[src/rtl/cpu_exec_unit.sv]
`default_nettype none
// ============================================================================
// Module      : cpu_exec_unit
// Description : Multi-cycle execute/writeback datapath with an issue
//               handshake. It holds a register bank, op2 mux, ALU, carry/zero
//               flags, a result register and a 4-way writeback source mux.
//               Sequence: IDLE -> EXEC -> [WAIT] -> WB -> IDLE.
// Ports       : clk_i/rst_i/clkEn_i   clock, sync active-high reset, enable
//               issue_valid_i/_ready_o   instruction handshake
//               rs_sel_i, rs2_sel_i, rd_sel_i, immed_i, op2_c_i, ALUOp_c_i,
//               RegMux_c_i, flag_we_i    decoded instruction fields
//               data_req_o/data_ack_i/data_dat_i   data-memory read handshake
//               port_dat_i               input-port data
//               rs_o                     latched R[rs] (memory/port address)
//               carry_o, zero_o          flag registers
//               done_o                   one-cycle pulse in the writeback cycle
// Revision    : 1.0 - initial release
// ============================================================================
module cpu_exec_unit #(
    parameter int DATA_W  = 8,
    parameter int REG_CNT = 8,
    parameter int RA_W    = $clog2(REG_CNT)
) (
    input  logic              clk_i,
    input  logic              rst_i,
    input  logic              clkEn_i,
    input  logic              issue_valid_i,
    output logic              issue_ready_o,
    input  logic [RA_W-1:0]   rs_sel_i,
    input  logic [RA_W-1:0]   rs2_sel_i,
    input  logic [RA_W-1:0]   rd_sel_i,
    input  logic [DATA_W-1:0] immed_i,
    input  logic              op2_c_i,
    input  logic [3:0]        ALUOp_c_i,
    input  logic [1:0]        RegMux_c_i,
    input  logic              flag_we_i,
    output logic              data_req_o,
    input  logic              data_ack_i,
    input  logic [DATA_W-1:0] data_dat_i,
    input  logic [DATA_W-1:0] port_dat_i,
    output logic [DATA_W-1:0] rs_o,
    output logic              carry_o,
    output logic              zero_o,
    output logic              done_o
);

    localparam logic [3:0] c_OP_ADD  = 4'd0;
    localparam logic [3:0] c_OP_ADDC = 4'd1;
    localparam logic [3:0] c_OP_SUB  = 4'd2;
    localparam logic [3:0] c_OP_SUBC = 4'd3;
    localparam logic [3:0] c_OP_AND  = 4'd4;
    localparam logic [3:0] c_OP_OR   = 4'd5;
    localparam logic [3:0] c_OP_XOR  = 4'd6;
    localparam logic [3:0] c_OP_PASS = 4'd7;
    localparam logic [3:0] c_OP_SHL  = 4'd8;
    localparam logic [3:0] c_OP_SHR  = 4'd9;
    localparam logic [3:0] c_OP_RL   = 4'd10;
    localparam logic [3:0] c_OP_RR   = 4'd11;
    localparam logic [3:0] c_OP_CMP  = 4'd12;

    localparam logic [1:0] c_MUX_ALU  = 2'b00;
    localparam logic [1:0] c_MUX_DATA = 2'b01;
    localparam logic [1:0] c_MUX_PORT = 2'b10;
    localparam logic [1:0] c_MUX_NONE = 2'b11;

    typedef enum logic [1:0] {
        S_IDLE = 2'd0,
        S_EXEC = 2'd1,
        S_WAIT = 2'd2,
        S_WB   = 2'd3
    } state_t;

    state_t              r_state;
    logic [DATA_W-1:0]   r_regs [REG_CNT];
    logic [DATA_W-1:0]   r_op2;
    logic [DATA_W-1:0]   r_result;
    logic [DATA_W-1:0]   r_ldata;
    logic [3:0]          r_op;
    logic [1:0]          r_mux;
    logic [RA_W-1:0]     r_rd;
    logic                r_flag_we;

    logic [DATA_W:0]     w_sum;
    logic [DATA_W-1:0]   w_alu_r;
    logic                w_alu_c;
    logic                w_alu_z;
    logic                w_flag_upd;
    logic [DATA_W-1:0]   w_wb_data;
    logic                w_wb_en;

    assign issue_ready_o = (r_state == S_IDLE);

    // ALU operates only on operands latched at issue, never on live registers.
    always_comb begin
        w_sum   = '0;
        w_alu_r = '0;
        w_alu_c = 1'b0;
        case (r_op)
            c_OP_ADD:  w_sum = {1'b0, rs_o} + {1'b0, r_op2};
            c_OP_ADDC: w_sum = {1'b0, rs_o} + {1'b0, r_op2} + {{DATA_W{1'b0}}, carry_o};
            c_OP_SUB,
            c_OP_CMP:  w_sum = {1'b0, rs_o} - {1'b0, r_op2};
            c_OP_SUBC: w_sum = {1'b0, rs_o} - {1'b0, r_op2} - {{DATA_W{1'b0}}, carry_o};
            default:   w_sum = '0;
        endcase
        case (r_op)
            c_OP_ADD, c_OP_ADDC, c_OP_SUB, c_OP_SUBC, c_OP_CMP: begin
                // Bit DATA_W of the extended difference is the borrow.
                w_alu_r = w_sum[DATA_W-1:0];
                w_alu_c = w_sum[DATA_W];
            end
            c_OP_AND:  w_alu_r = rs_o & r_op2;
            c_OP_OR:   w_alu_r = rs_o | r_op2;
            c_OP_XOR:  w_alu_r = rs_o ^ r_op2;
            c_OP_PASS: w_alu_r = r_op2;
            c_OP_SHL: begin
                w_alu_r = {rs_o[DATA_W-2:0], 1'b0};
                w_alu_c = rs_o[DATA_W-1];
            end
            c_OP_SHR: begin
                w_alu_r = {1'b0, rs_o[DATA_W-1:1]};
                w_alu_c = rs_o[0];
            end
            c_OP_RL: begin
                w_alu_r = {rs_o[DATA_W-2:0], rs_o[DATA_W-1]};
                w_alu_c = rs_o[DATA_W-1];
            end
            c_OP_RR: begin
                w_alu_r = {rs_o[0], rs_o[DATA_W-1:1]};
                w_alu_c = rs_o[0];
            end
            default: begin
                w_alu_r = '0;
                w_alu_c = 1'b0;
            end
        endcase
        // Carry-chained ops keep zero only if the earlier part was also zero,
        // so multi-word results test zero across all words.
        if (r_op == c_OP_ADDC || r_op == c_OP_SUBC)
            w_alu_z = (w_alu_r == '0) && zero_o;
        else
            w_alu_z = (w_alu_r == '0);
    end

    // Ops 13-15 never touch the flags, even with flag_we set.
    assign w_flag_upd = r_flag_we && (r_op <= c_OP_CMP);

    always_comb begin
        w_wb_data = r_result;
        case (r_mux)
            c_MUX_ALU:  w_wb_data = r_result;
            c_MUX_DATA: w_wb_data = r_ldata;
            c_MUX_PORT: w_wb_data = port_dat_i;
            default:    w_wb_data = r_result;
        endcase
    end

    assign w_wb_en = (r_mux != c_MUX_NONE) && (r_op != c_OP_CMP);

    always_ff @(posedge clk_i) begin
        if (rst_i) begin
            r_state    <= S_IDLE;
            for (int i = 0; i < REG_CNT; i++) r_regs[i] <= '0;
            r_op2      <= '0;
            r_result   <= '0;
            r_ldata    <= '0;
            r_op       <= '0;
            r_mux      <= '0;
            r_rd       <= '0;
            r_flag_we  <= 1'b0;
            rs_o       <= '0;
            carry_o    <= 1'b0;
            zero_o     <= 1'b0;
            data_req_o <= 1'b0;
            done_o     <= 1'b0;
        end else if (clkEn_i) begin
            case (r_state)
                S_IDLE: begin
                    done_o <= 1'b0;
                    if (issue_valid_i) begin
                        rs_o      <= r_regs[rs_sel_i];
                        r_op2     <= op2_c_i ? r_regs[rs2_sel_i] : immed_i;
                        r_op      <= ALUOp_c_i;
                        r_mux     <= RegMux_c_i;
                        r_rd      <= rd_sel_i;
                        r_flag_we <= flag_we_i;
                        r_state   <= S_EXEC;
                    end
                end
                S_EXEC: begin
                    r_result <= w_alu_r;
                    if (w_flag_upd) begin
                        carry_o <= w_alu_c;
                        zero_o  <= w_alu_z;
                    end
                    if (r_mux == c_MUX_DATA) begin
                        data_req_o <= 1'b1;
                        r_state    <= S_WAIT;
                    end else begin
                        done_o  <= 1'b1;
                        r_state <= S_WB;
                    end
                end
                S_WAIT: begin
                    if (data_ack_i) begin
                        r_ldata    <= data_dat_i;
                        data_req_o <= 1'b0;
                        done_o     <= 1'b1;
                        r_state    <= S_WB;
                    end
                end
                S_WB: begin
                    if (w_wb_en) r_regs[r_rd] <= w_wb_data;
                    done_o  <= 1'b0;
                    r_state <= S_IDLE;
                end
                default: r_state <= S_IDLE;
            endcase
        end
    end

endmodule
`default_nettype wire

[config.mk]
export PLATFORM = sky130hd
export DESIGN_NAME = cpu_exec_unit
export DESIGN_NICKNAME = d
export VERILOG_FILES = /design/src/rtl/cpu_exec_unit.sv
export SDC_FILE = /design/constraint.sdc
export NUM_CORES = 1
export LEC_CHECK = 0
export ABC_AREA = 1
export CAP_MARGIN = 20
export CELL_PAD_IN_SITES_DETAIL_PLACEMENT = 1
export CELL_PAD_IN_SITES_GLOBAL_PLACEMENT = 1
export CORE_MARGIN = 4
export CORE_UTILIZATION = 33
export DETAILED_ROUTE_END_ITERATION = 8
export PLACE_DENSITY_LB_ADDON = 0.1
export SYNTH_ARGS = -nofsm -noshare
export SYNTH_HDL_FRONTEND = slang
export SYNTH_SLANG_ARGS = --single-unit
[constraint.sdc]
create_clock -name clk_i -period 2.25 [get_ports clk_i]
set_input_delay 0.45 -clock clk_i [delete_from_list [all_inputs] [get_ports clk_i]]
set_output_delay 0.45 -clock clk_i [all_outputs]
set_load 0.05 [all_outputs]
Word-level counts from Yosys, hierarchy flattened
Memory sizes are Yosys's and may differ from the RTL's. A register that Yosys moved wholly into a read port is not among the register bits. Cells that the tools add are included.

Multiplexer cells: 26. Equal/unequal tests: 23. Bitwise gates (word level): 3. Reductions and logical operators: 21. $lt $le $gt $ge: 1. $add $sub $neg: 4.

Operators by type and width (number): 8-bit one-hot mux with 9 select lines (1); 9-bit one-hot mux with 4 select lines (1); 4-bit == test (second input constant) (5); 4-bit by 3-bit == test with 1-bit output (second input constant) (4); 8-bit 2-to-1 mux (2); 8-bit one-hot mux with 2 select lines (1); 3-bit AND reduction (5); 1-bit 2-to-1 mux (14); 2-bit inequality test (second input constant) (5); 8-bit by 8-bit adder with 9-bit output (1); 9-bit by 1-bit adder with 9-bit output (1); 8-bit by 8-bit subtractor with 9-bit output (1); 9-bit by 1-bit subtractor with 9-bit output (1); 8-bit AND (1); 4-bit by 2-bit == test with 1-bit output (second input constant) (2); 8-bit logical NOT (1); 8-bit OR (1); 2-bit one-hot mux with 4 select lines (1); 2-bit OR reduction (4); 8-bit OR reduction (1); 8-bit XOR (1); 2-bit == test (second input constant) (3); 1-bit one-hot mux with 3 select lines (2); 5-bit OR reduction (1); other kinds (14) (18).

Output and inout bits: 13. Flip-flop bits (word level): 40. Input port bits: 46. Memories kept: 1. RAM bits: 64.

Memories: r_regs (depth 8, bits a word 8, read ports 2, clocked after memory_dff 1, write ports 8, line 74) `logic [DATA_W-1:0] r_regs [REG_CNT];`.

Depth between registers and ports, before layout
Depth after elaboration: 9. Gate-level depth with buffers: 19. Mapped depth without buffers: 19.

Least setup slack after synthesis
No wires, ideal clock.

Kind: register -> register. Start: register rs_o[0], read port of r_regs. End: register zero_o. Data arrival time: 2654 ps. Data required time: 2183 ps. Cell stages (with the launch flop): 18. Setup slack: -471 ps. Setup time: 67 ps. Path buffers: 0. Cell sequence: dfxtp_1 > inv_1 > ha_1 > fa_1 > ha_1 > inv_1 > nand3_1 > nand3_1 > nand2_1 > nor2_1 > nand2_1 > nor2_1 > nand2_1 > nor2_1 > nand2_1 > nor2_1 > nand2_1 > a21oi_2.

Word-level cells in the longest chain between the ends: 7.

Ends and longest elaborated chain: start: declaration (line 41) `output logic [DATA_W-1:0] rs_o,`; 8-bit by 8-bit subtractor with 9-bit output or 8-bit by 8-bit adder with 9-bit output (tied branches); 9-bit by 1-bit subtractor with 9-bit output or 9-bit by 1-bit adder with 9-bit output (tied branches) (line 103, 100); 9-bit one-hot mux with 4 select lines (line 98) `case (r_op)`; 8-bit one-hot mux with 9 select lines * (line 106) `case (r_op)`; 8-bit logical NOT * (line 140, 142); 1-bit logical AND (line 140) `w_alu_z = (w_alu_r == '0) && zero_o;`; 1-bit 2-to-1 mux * (line 139) `if (r_op == c_OP_ADDC || r_op == c_OP_SUBC)`; end signal: assignment (line 194) `zero_o <= w_alu_z;`; end: declaration (line 43) `output logic zero_o,`.

Mark *: on every way between the ends. The rest lies on a longest branch, timed or not. A chain may end at the register's enable or synchronous reset.

Worst setup path in the final report
Same ends and word-level chain as after synthesis.

==> results.py <==
metrics = {
    "clocking": {
        "clk_path_buf_depth": 2,
        "clkSinkCount": 112,
        "cts_root_buf": "clkbuf_16",
        "ctsHoldBuffers": 0,
        "htree_levels": 3,
        "clk_pin_slew_ns": 0.08,
        "cts_tree": "done",
        "clk_latency_ns": 0.36,
        "cts-buffers-inserted": 9,
    },
    "worst_setup_path": {
        "worstSetupPathType": "reg2reg",
        "path_depth": 18,
        "timing.rr.end": "zero_o$_SDFFE_PP0P_",
        "cp-end-kind": "flip-flop",
        "r2r_slack_ns": -0.18,
        "reg2reg_from": "rs_o[0]$_SDFFE_PP0P_",
        "crit_path_start": "rs_o[0]$_SDFFE_PP0P_",
        "cp_common_cell": "nand2_1",
        "worstSetupStartpointType": "flip-flop",
        "max_stage_delay_ns": 0.49,
        "crit_end": "zero_o$_SDFFE_PP0P_",
        "cp_top_family": "adder cells",
        "crit_arrival_ns": 2.72,
        "crit_buf_inv": 2,
        "crit_chain": "inv_4 > ha_4 > fa_2 > ha_4 > inv_2 > nand2_1 > nand2_1 > nor2_1 > nand2_1 > nand2_1 > nand2_1 > nor2_1 > nand2_1 > nor2_1 > nand2_1 > nor2_1 > nand2_1 > a21oi_2",
        "critPathSlowestCell": "fa_2",
        "crit_fanout": 4,
        "r2r_cells": 18,
        "critical_path_required_ns": 2.55,
    },
    "power": {
        "seqPwrFrac_pct": 36.7,
        "power_uw": 6400,
        "intPower_uw": 4080,
        "ir_drop_mv": 0.402,
        "powerDensity_mw_per_mm2": 632,
        "p_leak_uw": 0.00416,
        "switching_share_pct": 36.2,
        "p_clk_share_pct": 27.0,
        "p_sw_uw": 2320,
        "power_frac_comb_pct": 36.4,
    },
    "routing": {
        "wl_per_cell_um": 19.4,
        "num_vias": 7850,
        "drtIter0Drc": 614,
        "postRouteAntennaNets": 0,
        "viasPerCell": 5.31,
        "drc": 0,
        "drt-total-wl_um": 28700,
        "dr.pass1.iters": 4,
    },
    "placement": {
        "gp_congestion": 0.899,
        "dp_hpwl_um": 22400,
        "portBuffers": 58,
        "dp_cells": 1458,
        "pre_cts_ws_ns": -0.197,
    },
    "floorplan": {
        "ioPinCount": 59,
        "core-area_mm2": 0.0226,
        "initial_core_util_pct": 33.6,
        "die_h_um": 160,
        "die_area_mm2": 0.0256,
        "fp.dieW_um": 160,
        "num_rows": 55,
    },
    "logic_synthesis": {
        "synth_seq_cells": 112,
        "ys.flop_type": "edfxtp_1",
        "synth_area_mm2": 0.00761,
        "synth_top_area_share_pct": 25.3,
        "synth_nets": 1109,
        "syn_inst": 1021,
        "yosysMostFrequentCell": "nor2_1",
        "yosysSeqAreaShare_pct": 37.9,
        "yosys.area.top_type": "edfxtp_1",
        "synth_common_cells": "nor2_1, nand2_1, o21ai_0",
        "ys_types": 40,
        "yosysWarnings": 0,
        "netlist_top_cells_area": "edfxtp_1, dfxtp_1, o21ai_0",
        "synth_edf_count": 64,
        "synthArstFlopShare_pct": 0,
        "syn_avg_cell_area_um2": 7.45,
    },
    "hold_path": {
        "worstHoldPathType": "reg2reg",
    },
    "final_layout": {
        "antenna_cells": 0,
        "fin_cells": 1477,
        "fin_nets": 1275,
        "n_fill_cell": 2750,
        "layout-drive-gt1-share_pct": 22.6,
        "utilization_pct": 44.7,
        "areaGrowthSynthToFinish_pct": 33.1,
    },
    "sta": {
        "hold_viol": 0,
        "worst_pin_slew_ns": 0.510,
        "fin_crit_sh_pct": 108,
        "fmax_ghz": 0.412,
        "finalSetupViolCount": 4,
        "fin_ws_ns": -0.176,
        "slew_headroom_pct": 65.9,
        "period_needed_ns": 2.43,
        "fin_skew_ns": 0.0174,
        "slew_violations": 0,
        "grt_setup_unrepaired": "true",
    },
    "global_routing": {
        "grt_max_degree": 35,
        "grt_pass1_vias": 7986,
        "antenna_found_initial": 0,
        "overflow": 0,
        "grt_pass1_wl_um": 45000,
        "grtUsageTotal_pct": 22.3,
    },
    "job": {
        "cap_violations": 0,
    },
    "outcome": {
        "status": "complete, but fails checks",
        "violations": "negative setup slack",
    },
}
## power by group through the flow
| stage | Clock (uW) | Combinational, uW | Sequential, uW |
|---|---|---|---|
| after floorplan | 0 | 1170 | 2430 |
| after global placement | 0 | 2150 | 2380 |
| after detailed placement | 0 | 2180 | 2390 |
| after CTS | 1750 | 2230 | 2340 |
| after global routing | 1840 | 2540 | 2360 |
| final | 1730 | 2330 | 2350 |
## cell families after synthesis
| logic type | synth area share, % |
|---|---|
| AO/OA/AOI/OAI | 19.5 |
| adder cells (fa/ha/maj) | 7.10 |
| buffers and inverters | 8.25 |
| flip-flops | 37.9 |
| multiplexers | 0.921 |
| AND/OR/NAND/NOR | 26.4 |
## worst reg2reg max path, stage by stage (launching register included)
cell and delay [ns]:
dfxtp_4 0.39, inv_4 0.05, ha_4 0.16, fa_2 0.49, ha_4 0.28, inv_2 0.03
nand2_1 0.06, nand2_1 0.05, nor2_1 0.08, nand2_1 0.06, nand2_1 0.08, nand2_1 0.05
nor2_1 0.09, nand2_1 0.06, nor2_1 0.09, nand2_1 0.06, nor2_1 0.10, nand2_1 0.07
a21oi_2 0.13
## layer usage
layer  share of wire [%]  vias up  global-route usage, %
met5                   0        -                      0
met4                 1.6        0                   5.20
met3                 4.3       25                   2.22
met2                  45      190                   36.3
met1                  49     3838                   32.2
li1                    -     3797                      -
## worst min-delay path by stage
stage / slack, ns / start / cells past startpoint / endpoint
global route: 0.48 / r_ldata[2]$_SDFFE_PP0P_ / 2 / r_ldata[2]$_SDFFE_PP0P_
CTS: 0.45 / r_ldata[0]$_SDFFE_PP0P_ / 2 / r_ldata[0]$_SDFFE_PP0P_
finish: 0.45 / r_ldata[0]$_SDFFE_PP0P_ / 2 / r_ldata[0]$_SDFFE_PP0P_
global placement: 0.43 / r_ldata[3]$_SDFFE_PP0P_ / 2 / r_ldata[3]$_SDFFE_PP0P_
floorplan: 0.42 / r_ldata[0]$_SDFFE_PP0P_ / 2 / r_ldata[0]$_SDFFE_PP0P_
detailed placement: 0.44 / r_ldata[0]$_SDFFE_PP0P_ / 2 / r_ldata[0]$_SDFFE_PP0P_
## final cells by class
type                    count  area, um^2  share of cell area [%]
well taps                 285         357                    3.52
repair buffers            198        1810                    17.9
flip-flops and latches    112        2900                    28.6
clock buffers              10         229                    2.26
multi-input cells         754        4310                    42.6
inverters                 112         434                    4.29
clock inverters             6        83.8                   0.828
## state kept, by name (all words and copies together) (netlist names)
signal / flops
carry_o: 1
data_req_o: 1
done_o: 1
r_flag_we: 1
r_ldata: 8
r_mux: 2
r_op: 4
r_op2: 8
r_rd: 3
r_regs: 64
r_result: 8
r_state: 2
rs_o: 8
zero_o: 1
## timing repair
action,4_1_cts,5_1_grt
endpoints found under the setup margin,6,46
pin swaps,18,21
buffers inserted,2,3
gates resized for setup,18,36
hold endpoints to repair,0,0
## through the flow
stage / instance area (um^2) / TNS [ns] / hold WS, ns
2_1_floorplan: 7660 / -0.0940 / 0.425
3_3_place_gp: 9590 / -0.312 / 0.434
4_1_cts: 10000 / -0.314 / 0.454
5_1_grt: 10100 / -1.17 / 0.478
6_report: 10100 / -0.414 / 0.452
3_5_place_dp: 9590 / -0.553 / 0.442
## cells in the final DEF, fill, tap and decap left out, types with 10 or more instances in the layout
cell and count:
nand3_2 16, clkdlybuf4s50_1 57, ha_1 31, nand4_1 10, nor2_2 12, inv_2 12
edfxtp_1 64, dfxtp_1 39, nand3_1 51, o22ai_1 26, o221ai_1 14, o21ai_0 129
nand2_2 21, nand2_1 151, buf_4 125, buf_12 14, o211ai_1 12, inv_1 96
a21oi_1 53, nor2_1 160
No activity file was read; power rests on OpenSTA's default activity.
